$ cat src/rtl/data_mem_alt.sv
// data_mem_alt: one-write/one-read synchronous word store for the frame buffer.
// Active-low enables, registered read, write-first bypass, synchronous clear.
module data_mem_alt #(
  parameter int DATA_WIDTH = 32,
  parameter int ADDR_WIDTH = 4
) (
  input  logic                  clk,
  input  logic                  reset,
  input  logic                  wr_en,
  input  logic                  rd_en,
  input  logic [ADDR_WIDTH-1:0] wr_addr,
  input  logic [ADDR_WIDTH-1:0] rd_addr,
  input  logic [DATA_WIDTH-1:0] wr_data,
  output logic [DATA_WIDTH-1:0] rd_data
);

  localparam int DEPTH = 1 << ADDR_WIDTH;

  logic [DATA_WIDTH-1:0] mem_q [DEPTH];
  logic [DATA_WIDTH-1:0] mem_d [DEPTH];
  logic [DATA_WIDTH-1:0] rd_data_q;
  logic [DATA_WIDTH-1:0] rd_data_d;

  logic do_wr;
  logic do_rd;
  logic bypass;

  assign do_wr  = ~wr_en;
  assign do_rd  = ~rd_en;
  assign bypass = do_wr && (rd_addr == wr_addr);

  // Next array contents: only the addressed word changes on a write.
  always_comb begin
    for (int i = 0; i < DEPTH; i++) begin
      mem_d[i] = mem_q[i];
    end
    if (do_wr) begin
      mem_d[wr_addr] = wr_data;
    end
  end

  // Next read word: hold when disabled, forward write data on a same-address hit.
  always_comb begin
    rd_data_d = rd_data_q;
    if (do_rd) begin
      if (bypass) begin
        rd_data_d = wr_data;
      end else begin
        rd_data_d = mem_q[rd_addr];
      end
    end
  end

  // State update; reset clears every word and the read register.
  always_ff @(posedge clk) begin
    if (reset) begin
      for (int i = 0; i < DEPTH; i++) begin
        mem_q[i] <= '0;
      end
      rd_data_q <= '0;
    end else begin
      for (int i = 0; i < DEPTH; i++) begin
        mem_q[i] <= mem_d[i];
      end
      rd_data_q <= rd_data_d;
    end
  end

  assign rd_data = rd_data_q;

endmodule

$ cat config.mk
export PLATFORM = sky130hd
export DESIGN_NAME = data_mem_alt
export DESIGN_NICKNAME = d
export VERILOG_FILES = /design/src/rtl/data_mem_alt.sv
export SDC_FILE = /design/constraint.sdc
export NUM_CORES = 1
export LEC_CHECK = 0
export ABC_CLOCK_PERIOD_IN_PS = 2000
export BUFFER_PORTS_ARGS = -buffer_cell sky130_fd_sc_hd__buf_4
export CORE_ASPECT_RATIO = 1.2
export CORE_MARGIN = 4
export CORE_UTILIZATION = 49
export DETAILED_ROUTE_END_ITERATION = 10
export GPL_ROUTABILITY_DRIVEN = 0
export PLACE_DENSITY = 0.67
export SLEW_MARGIN = 20
export SYNTH_ARGS = -nofsm -noshare
export SYNTH_HDL_FRONTEND = slang
export SYNTH_SLANG_ARGS = --single-unit
$ cat constraint.sdc
create_clock -name clk -period 2 [get_ports clk]
set_input_delay 0.2 -clock clk [delete_from_list [all_inputs] [get_ports clk]]
set_output_delay 0.2 -clock clk [all_outputs]
set_load 0.005 [all_outputs]
==> results of run 1 <==
==> flip-flops by register name, indices dropped and copies added, names as in the netlist <==
register	cells
rd_data	32
mem_q	512
==> cells by family after synthesis <==
kind of cell | Yosys count | share of synthesized area, %
and+or+nand+nor | 1157 | 19.0
AOI/OAI and AO/OA | 673 | 15.7
DFF | 544 | 46.1
buffers and inverters | 326 | 6.32
muxes | 175 | 12.9
xor gates and xnor gates | 4 | 0.148
==> power groups by stage <==
stage / combinational, mW / clock (mW) / sequential [mW]
after floorplan: 1.13 / 0 / 11.3
after global placement: 1.80 / 0 / 11.4
after detailed placement: 1.83 / 0 / 11.4
after CTS: 1.90 / 10.2 / 11.1
after global routing: 2.04 / 10.7 / 11.1
final: 1.93 / 10.1 / 11.1
==> cells in the mapped netlist, types with 18 or more instances <==
master,instances
nand2_1,1103
o41ai_1,32
inv_1,32
mux4_1,18
a31oi_1,32
mux2i_1,64
mux4_2,78
buf_2,58
dfxtp_1,544
a21oi_1,544
clkbuf_1,199
nand3_1,22
==> per-stage QoR <==
stage / utilization, % / setup WS (ns)
after detailed placement: 53.0 / 0.0727
after global routing: 57.4 / 0.490
after CTS: 57.4 / 0.481
final: 57.4 / 0.518
after floorplan: - / 0.463
after global placement: 53.0 / 0.0871
==> per-layer routing <==
metal / vias up / GRT usage [%] / part of all wire, %
met5: - / 0 / 0
met4: 0 / 10.1 / 3.5
met3: 204 / 5.55 / 11
met2: 1174 / 48.7 / 46
met1: 10102 / 40.1 / 39
li1: 9605 / - / -
==> how the worst min path moves through the flow <==
stage                  start       endpoint  cells after the start
6_report          rd_addr[2]    rd_data[26]                      4
5_1_grt           rd_addr[2]    rd_data[26]                      4
4_1_cts           wr_addr[0]  mem_q[15][23]                      4
3_3_place_gp   mem_q[14][23]  mem_q[14][23]                      2
2_1_floorplan   mem_q[6][10]   mem_q[6][10]                      2
3_5_place_dp    mem_q[5][12]   mem_q[5][12]                      2
==> what timing repair did <==
action | 4_1_cts | 5_1_grt
endpoints found under the hold margin | 512 | 0
hold buffers | 33 | 0
endpoints found under the setup margin | 0 | 0
==> layout by cell type, fill, tap and decap left out, types with 2 or more instances in the layout <==
master / count
a31oi_1: 32
mux2i_1: 64
nand3_2: 4
nand2_1: 1098
nand2b_1: 3
clkbuf_16: 53
clkbuf_8: 14
or3b_4: 2
nor3b_1: 2
diode_2: 2
nor2b_1: 2
o21ai_1: 12
nor3_4: 3
inv_1: 32
dlygate4sd3_1: 33
mux2_2: 15
xnor2_1: 4
mux4_2: 78
a21o_1: 17
buf_4: 130
a21oi_1: 544
a2bb2oi_1: 17
mux4_1: 18
nand2_2: 5
bufinv_16: 3
nor2_4: 13
o41ai_1: 32
a221oi_1: 14
nand3_1: 18
dfxtp_1: 544
clkinv_2: 9
o21ai_0: 3
clkbuf_1: 13
buf_12: 45
inv_6: 2
clkinv_8: 2
==> layout make-up <==
class	instances	share of cell area [%]
multi-input combinational	2009	41.9
sequential	544	40.1
clock buffer	79	5.72
antenna	2	0.0184
clock inverter	17	0.709
tap	623	2.87
timing repair buffer	211	8.27
inverter	33	0.456
==> run_results.csv, run 1 <==
group,metric,value,unit
run_status,outcome,"finished clean",
setup_path,cp_max_fo,2,
die,die_area,51900,µm²
clock_tree,cts_setup_buffers,0,
clock_tree,clk_pin_slew,0.06,ns
routing,drc,0,
die,fp.dieW,209,µm
place,io_buffers,75,
routing,drt_iter0_markers,2386,
setup_path,required,1.80,ns
global_route,antenna_found_initial,1,
clock_tree,cts_tree,"built",
final_layout,finalNonFillerCells,3518,
power_and_ir_drop,p_seq_share,48.0,%
routing,wire_per_inst,22.8,µm
clock_tree,clk_path_buf_depth,3,
place,dpl_cell_area,25100,µm²
final_layout,final_layout_size_suffix_gt1_share,13.4,%
logic_synthesis,synth-main-ff-cell,"dfxtp_1",
setup_path,critical_path.top_delay_family,"flip-flops",
power_and_ir_drop,swShare,24.7,%
setup_path,criticalPathCategory,"reg -> out",
routing,via_per_inst,5.99,
setup_path,startpoint_type,"flip-flop",
power_and_ir_drop,power_density,853,nW/µm²
sta,finalMaxSlewViolations,0,
logic_synthesis,ys_seq_area_share,46.1,%
sta,setup_viol,0,
power_and_ir_drop,p_leak,9.19,nW
final_layout,fin_nets,2896,
sta,worst_pin_slew,1.08,ns
sta,period_needed,1.48,ns
clock_tree,cts_resized,0,
setup_path,critPathSlowestCell,"dfxtp_1",
logic_synthesis,syn_area,23600,µm²
clock_tree,cts.sinks,544,
clock_tree,h-tree-depth,2,
die,rows,87,
setup_path,crit_cells,1,
logic_synthesis,synth_area_leaders,"dfxtp_1, nand2_1, a21oi_1",
setup_path,r2r-start,"mem_q[6][9]",
logic_synthesis,postSynth.asyncResetShare,0,%
setup_path,end_kind,"output pin",
routing,ant_nets,0,
logic_synthesis,synth_cell_type_count,38,
setup_path,reg2reg_slack,0.60,ns
final_layout,filler_cell_count,4150,
routing,routed_wirelength,80100,µm
die,start_util,49.9,%
place,dp_hpwl,44900,µm
sta,final-hold-violation-count,0,
logic_synthesis,avgSynthCellArea,8.21,µm²
setup_path,critical_path_buf_inv_count,1,
power_and_ir_drop,ir_drop,0.655,mV
sta,rsz0062_at_grt,"no",
sta,fin_skew,0.0170,ns
global_route,grt_pass1_wl,122000,µm
sta,whs,0.167,ns
setup_path,setup.worst_path.end,"rd_data[14]",
flow_run,max_cap_viol_count,0,
global_route,grt_usage,29.8,%
logic_synthesis,synth_edf_count,0,
final_layout,syn_to_final_growth,14.9,%
place,dpl.cell_count,3387,
global_route,overflow,0,
routing,vias,21085,
power_and_ir_drop,intPower,17.5,mW
final_layout,seqCellArea,10900,µm²
global_route,grt_start_max_net_pins,65,
logic_synthesis,yosysTopAreaCell,"dfxtp_1",
logic_synthesis,ys_ff_latch,544,
logic_synthesis,ys_warn_count,0,
die,core_area,47400,µm²
sta,setup_tns,0,ns
sta,max-slew-margin-rel,27.8,%
clock_tree,clkLatencyLatePin,0.62,ns
logic_synthesis,synth_top_area_share,46.1,%
logic_synthesis,synth_fp_nets,2923,
sta,fin_crit_sh,74.1,%
power_and_ir_drop,clock_power_share,43.7,%
clock_tree,numCtsBuffers,53,
setup_path,cp-startpoint,"rd_data[14]",
die,dieHeight,249,µm
sta,fmax,675,MHz
hold_path,hold_class,"in -> reg",
setup_path,arrival,1.28,ns
power_and_ir_drop,p_total,23.2,mW
die,io_pins,76,
routing,drt_pass1_iterations,6,
setup_path,reg2reg_depth,4,
power_and_ir_drop,p_sw,5.72,mW
setup_path,path_cells,"buf_4",
power_and_ir_drop,power_frac_comb,8.3,%
setup_path,worstReg2RegEnd,"rd_data[9]",
final_layout,design_area,27200,µm²
clock_tree,root_buffer,"clkbuf_16",
logic_synthesis,syn_inst,2879,
setup_path,cp_slowest_stage_delay,0.48,ns
global_route,grt_pass1_vias,20226,
final_layout,multi_input_area,11400,µm²
Power figures use the tool's default switching activity.
==> run 2, diff against run 1 <==
--- a/config.mk
+++ b/config.mk
@@ -5,14 +5,15 @@
 export SDC_FILE = /design/constraint.sdc
 export NUM_CORES = 1
 export LEC_CHECK = 0
-export ABC_CLOCK_PERIOD_IN_PS = 2000
+export ABC_AREA = 1
+export ABC_CLOCK_PERIOD_IN_PS = 1300
 export BUFFER_PORTS_ARGS = -buffer_cell sky130_fd_sc_hd__buf_4
 export CORE_ASPECT_RATIO = 1.2
 export CORE_MARGIN = 4
 export CORE_UTILIZATION = 49
 export DETAILED_ROUTE_END_ITERATION = 10
 export GPL_ROUTABILITY_DRIVEN = 0
-export PLACE_DENSITY = 0.67
+export PLACE_DENSITY = 0.7
 export SLEW_MARGIN = 20
 export SYNTH_ARGS = -nofsm -noshare
 export SYNTH_HDL_FRONTEND = slang
==> constraint.sdc (replaced) <==
create_clock -name clk -period 1.3 [get_ports clk]
set_input_delay 0.13 -clock clk [delete_from_list [all_inputs] [get_ports clk]]
set_output_delay 0.13 -clock clk [all_outputs]
set_load 0.005 [all_outputs]
==> run 2 against run 1 <==
Critical path depth did not move. Setup slack got worse by 0.50 ns. Hold slack got worse by 0.0013 ns. Largest power group unchanged. Sequential share of layout area fell by 1.1 points. Largest cell class is now flip-flops and latches. Clock power rose by 57%. Power rose by 60%.
==> run_results.csv, run 2 <==
group,metric,value,unit
clock_tree,cts.sinks,544,
place,io_buffers,75,
logic_synthesis,synth-main-ff-cell,"dfxtp_1",
die,start_util,49.9,%
logic_synthesis,synth_fp_nets,3344,
sta,fin_crit_sh,98.7,%
routing,drc,0,
sta,setup_viol,0,
logic_synthesis,postSynth.asyncResetShare,0,%
clock_tree,clk_pin_slew,0.07,ns
die,dieHeight,248,µm
logic_synthesis,ys_seq_area_share,46.2,%
setup_path,r2r-start,"mem_q[0][2]",
hold_path,hold_end,"rd_data[6]",
clock_tree,clkLatencyLatePin,0.59,ns
logic_synthesis,synth_top_family_by_area,"compound AO/OA/AOI/OAI gates",
sta,worst_pin_slew,0.565,ns
place,dpl_cell_area,25800,µm²
logic_synthesis,synth_cell_type_count,26,
final_layout,largest_reg_flops,512,
final_layout,final_layout_size_suffix_gt1_share,11.3,%
final_layout,layout_common_cells,"o21ai_0, a21oi_1, dfxtp_1",
power_and_ir_drop,power_density,1330,nW/µm²
sta,period_needed,1.28,ns
power_and_ir_drop,ir_drop,0.838,mV
clock_tree,cts_tree,"built",
flow_run,max_cap_viol_count,0,
setup_path,startpoint_type,"flip-flop",
die,fp.dieW,208,µm
die,rows,87,
setup_path,critical_path.top_delay_family,"flip-flops",
logic_synthesis,synth_edf_count,0,
final_layout,syn_to_final_growth,18.6,%
sta,finalMaxSlewViolations,0,
clock_tree,root_buffer,"clkbuf_16",
hold_path,hold_class,"in -> reg",
sta,fin_skew,0.0191,ns
routing,routed_wirelength,76700,µm
setup_path,end_kind,"output pin",
hold_path,whs_path_depth,6,
logic_synthesis,avgSynthCellArea,7.14,µm²
logic_synthesis,syn_area,23600,µm²
setup_path,cp_max_fo,2,
die,die_area,51700,µm²
routing,drt_iter0_markers,2586,
logic_synthesis,syn_inst,3300,
sta,rsz0062_at_grt,"no",
routing,wl_met3,6250,µm
logic_synthesis,synthAdderAreaFrac,0,%
logic_synthesis,synth_top_area_share,46.2,%
final_layout,regMostFlops,"mem_q",
logic_synthesis,synth_compound_area_share,27.2,%
setup_path,criticalPathCategory,"reg -> out",
logic_synthesis,yosysTopAreaCell,"dfxtp_1",
logic_synthesis,synth_common_cells,"o21ai_0, a21oi_1, dfxtp_1, nand2_1, nand3_1",
sta,max-slew-margin-rel,62.3,%
clock_tree,numCtsBuffers,53,
setup_path,worstReg2RegEnd,"rd_data[2]",
sta,whs,0.166,ns
routing,top_layer_used,"met4",
routing,drt_pass1_iterations,8,
routing,ant_nets,0,
logic_synthesis,synth_xor_xnor_area_share,0.0690,%
global_route,grt_usage,28.4,%
global_route,grt_pass1_wl,120000,µm
setup_path,arrival,1.15,ns
routing,vias,23206,
setup_path,required,1.17,ns
logic_synthesis,ys_ff_latch,544,
final_layout,fin_nets,3379,
routing,detail_route.wirelength.met1,31300,µm
power_and_ir_drop,p_leak,11.3,nW
setup_path,critPathSlowestCell,"dfxtp_1",
global_route,grt_pass1_vias,22068,
place,dp_hpwl,47000,µm
logic_synthesis,synthMuxAreaShare,0,%
logic_synthesis,synth_area_leaders,"dfxtp_1, o21ai_0, a21oi_1",
setup_path,critical_path_buf_inv_count,1,
global_route,grt_start_max_net_pins,85,
clock_tree,clk_path_buf_depth,3,
sta,final-hold-violation-count,0,
global_route,antenna_found_initial,0,
routing,route.met2.wl,35500,µm
hold_path,hp-start,"rd_addr[2]",
sta,fmax,780,MHz
routing,via_per_inst,5.80,
setup_path,reg2reg_slack,0.14,ns
routing,wire_per_inst,19.2,µm
logic_synthesis,ys_warn_count,0,
logic_synthesis,synthSimpleGateAreaFrac,16.6,%
final_layout,design_area,27900,µm²
setup_path,path_cells,"buf_4",
final_layout,filler_cell_count,4204,
die,core_area,47200,µm²
setup_path,cp_slowest_stage_delay,0.42,ns
run_status,outcome,"finished clean",
clock_tree,h-tree-depth,2,
final_layout,final_common_cell,"o21ai_0",
die,io_pins,76,
setup_path,reg2reg_depth,8,
logic_synthesis,synth.most_common_cell,"o21ai_0",
global_route,overflow,0,
-- run 2: worst max path at each step --
stage,slack (ns),cells after the start,to,startpoint
floorplan,0.01,9,rd_data[0],rd_addr[1]
global placement,-0.30,10,rd_data[22],rd_addr[0]
detailed placement,-0.33,10,rd_data[6],rd_addr[0]
CTS,0.002,1,rd_data[23],rd_data[23]
global route,0.004,1,rd_data[23],rd_data[23]
finish,0.02,1,rd_data[20],rd_data[20]
-- run 2: kinds of logic after synthesis --
family | after synthesis
AND/OR/NAND/NOR | 916
flip-flops | 544
XOR/XNOR | 1
buffers and inverters | 582
AO/OA/AOI/OAI | 1257
-- run 2: stage by stage --
stage | utilization, % | std cells | worst slack (ns) | setup TNS [ns] | total power [mW]
after detailed placement | 54.6 | 3869 | -0.332 | -72.24 | 21.3
final | 59.2 | 4000 | 0.0173 | 0 | 37.1
after global placement | 54.6 | 3869 | -0.296 | -60.69 | 21.3
after CTS | 59.1 | 3998 | 0.00195 | 0 | 37.1
after floorplan | - | 3300 | 0.0117 | 0 | 19.7
after global routing | 59.1 | 3998 | 0.00449 | 0 | 38.3
-- run 2: where the power goes --
part / switching (mW) / leakage [nW] / internal, mW
registers: 0.216 / 4.41 / 17.1
logic: 2.44 / 5.98 / 1.42
clock network: 6.63 / 0.892 / 9.28
total: 9.29 / 11.3 / 27.8
-- run 2: area by class of cell --
cell class / instances / area, µm² / area share [%]
Antenna cell: 2 / 5.00 / 0.0179
Clock buffer: 69 / 1500 / 5.36
Clock inverter: 26 / 299 / 1.07
Inverter: 273 / 1040 / 3.73
Multi-Input combinational cell: 2174 / 10400 / 37.2
Sequential cell: 544 / 10900 / 39.0
Tap cell: 623 / 779 / 2.79
Timing Repair Buffer: 289 / 3020 / 10.8
-- run 2: routing by layer --
| metal | up-vias | track usage (%) |
|---|---|---|
| met2 | 1050 | 47.8 |
| met4 | 0 | 13.0 |
| met5 | - | 0 |
| met1 | 10757 | 36.2 |
| met3 | 248 | 4.47 |
| li1 | 11151 | - |
-- run 2: repair_timing --
action                                  CTS  global route
resized for setup                         1             2
setup buffers                             0             0
endpoints found under the hold margin   200             0
endpoints found under the setup margin    1             2
hold buffers                             34             0
pin swaps                                 0             0
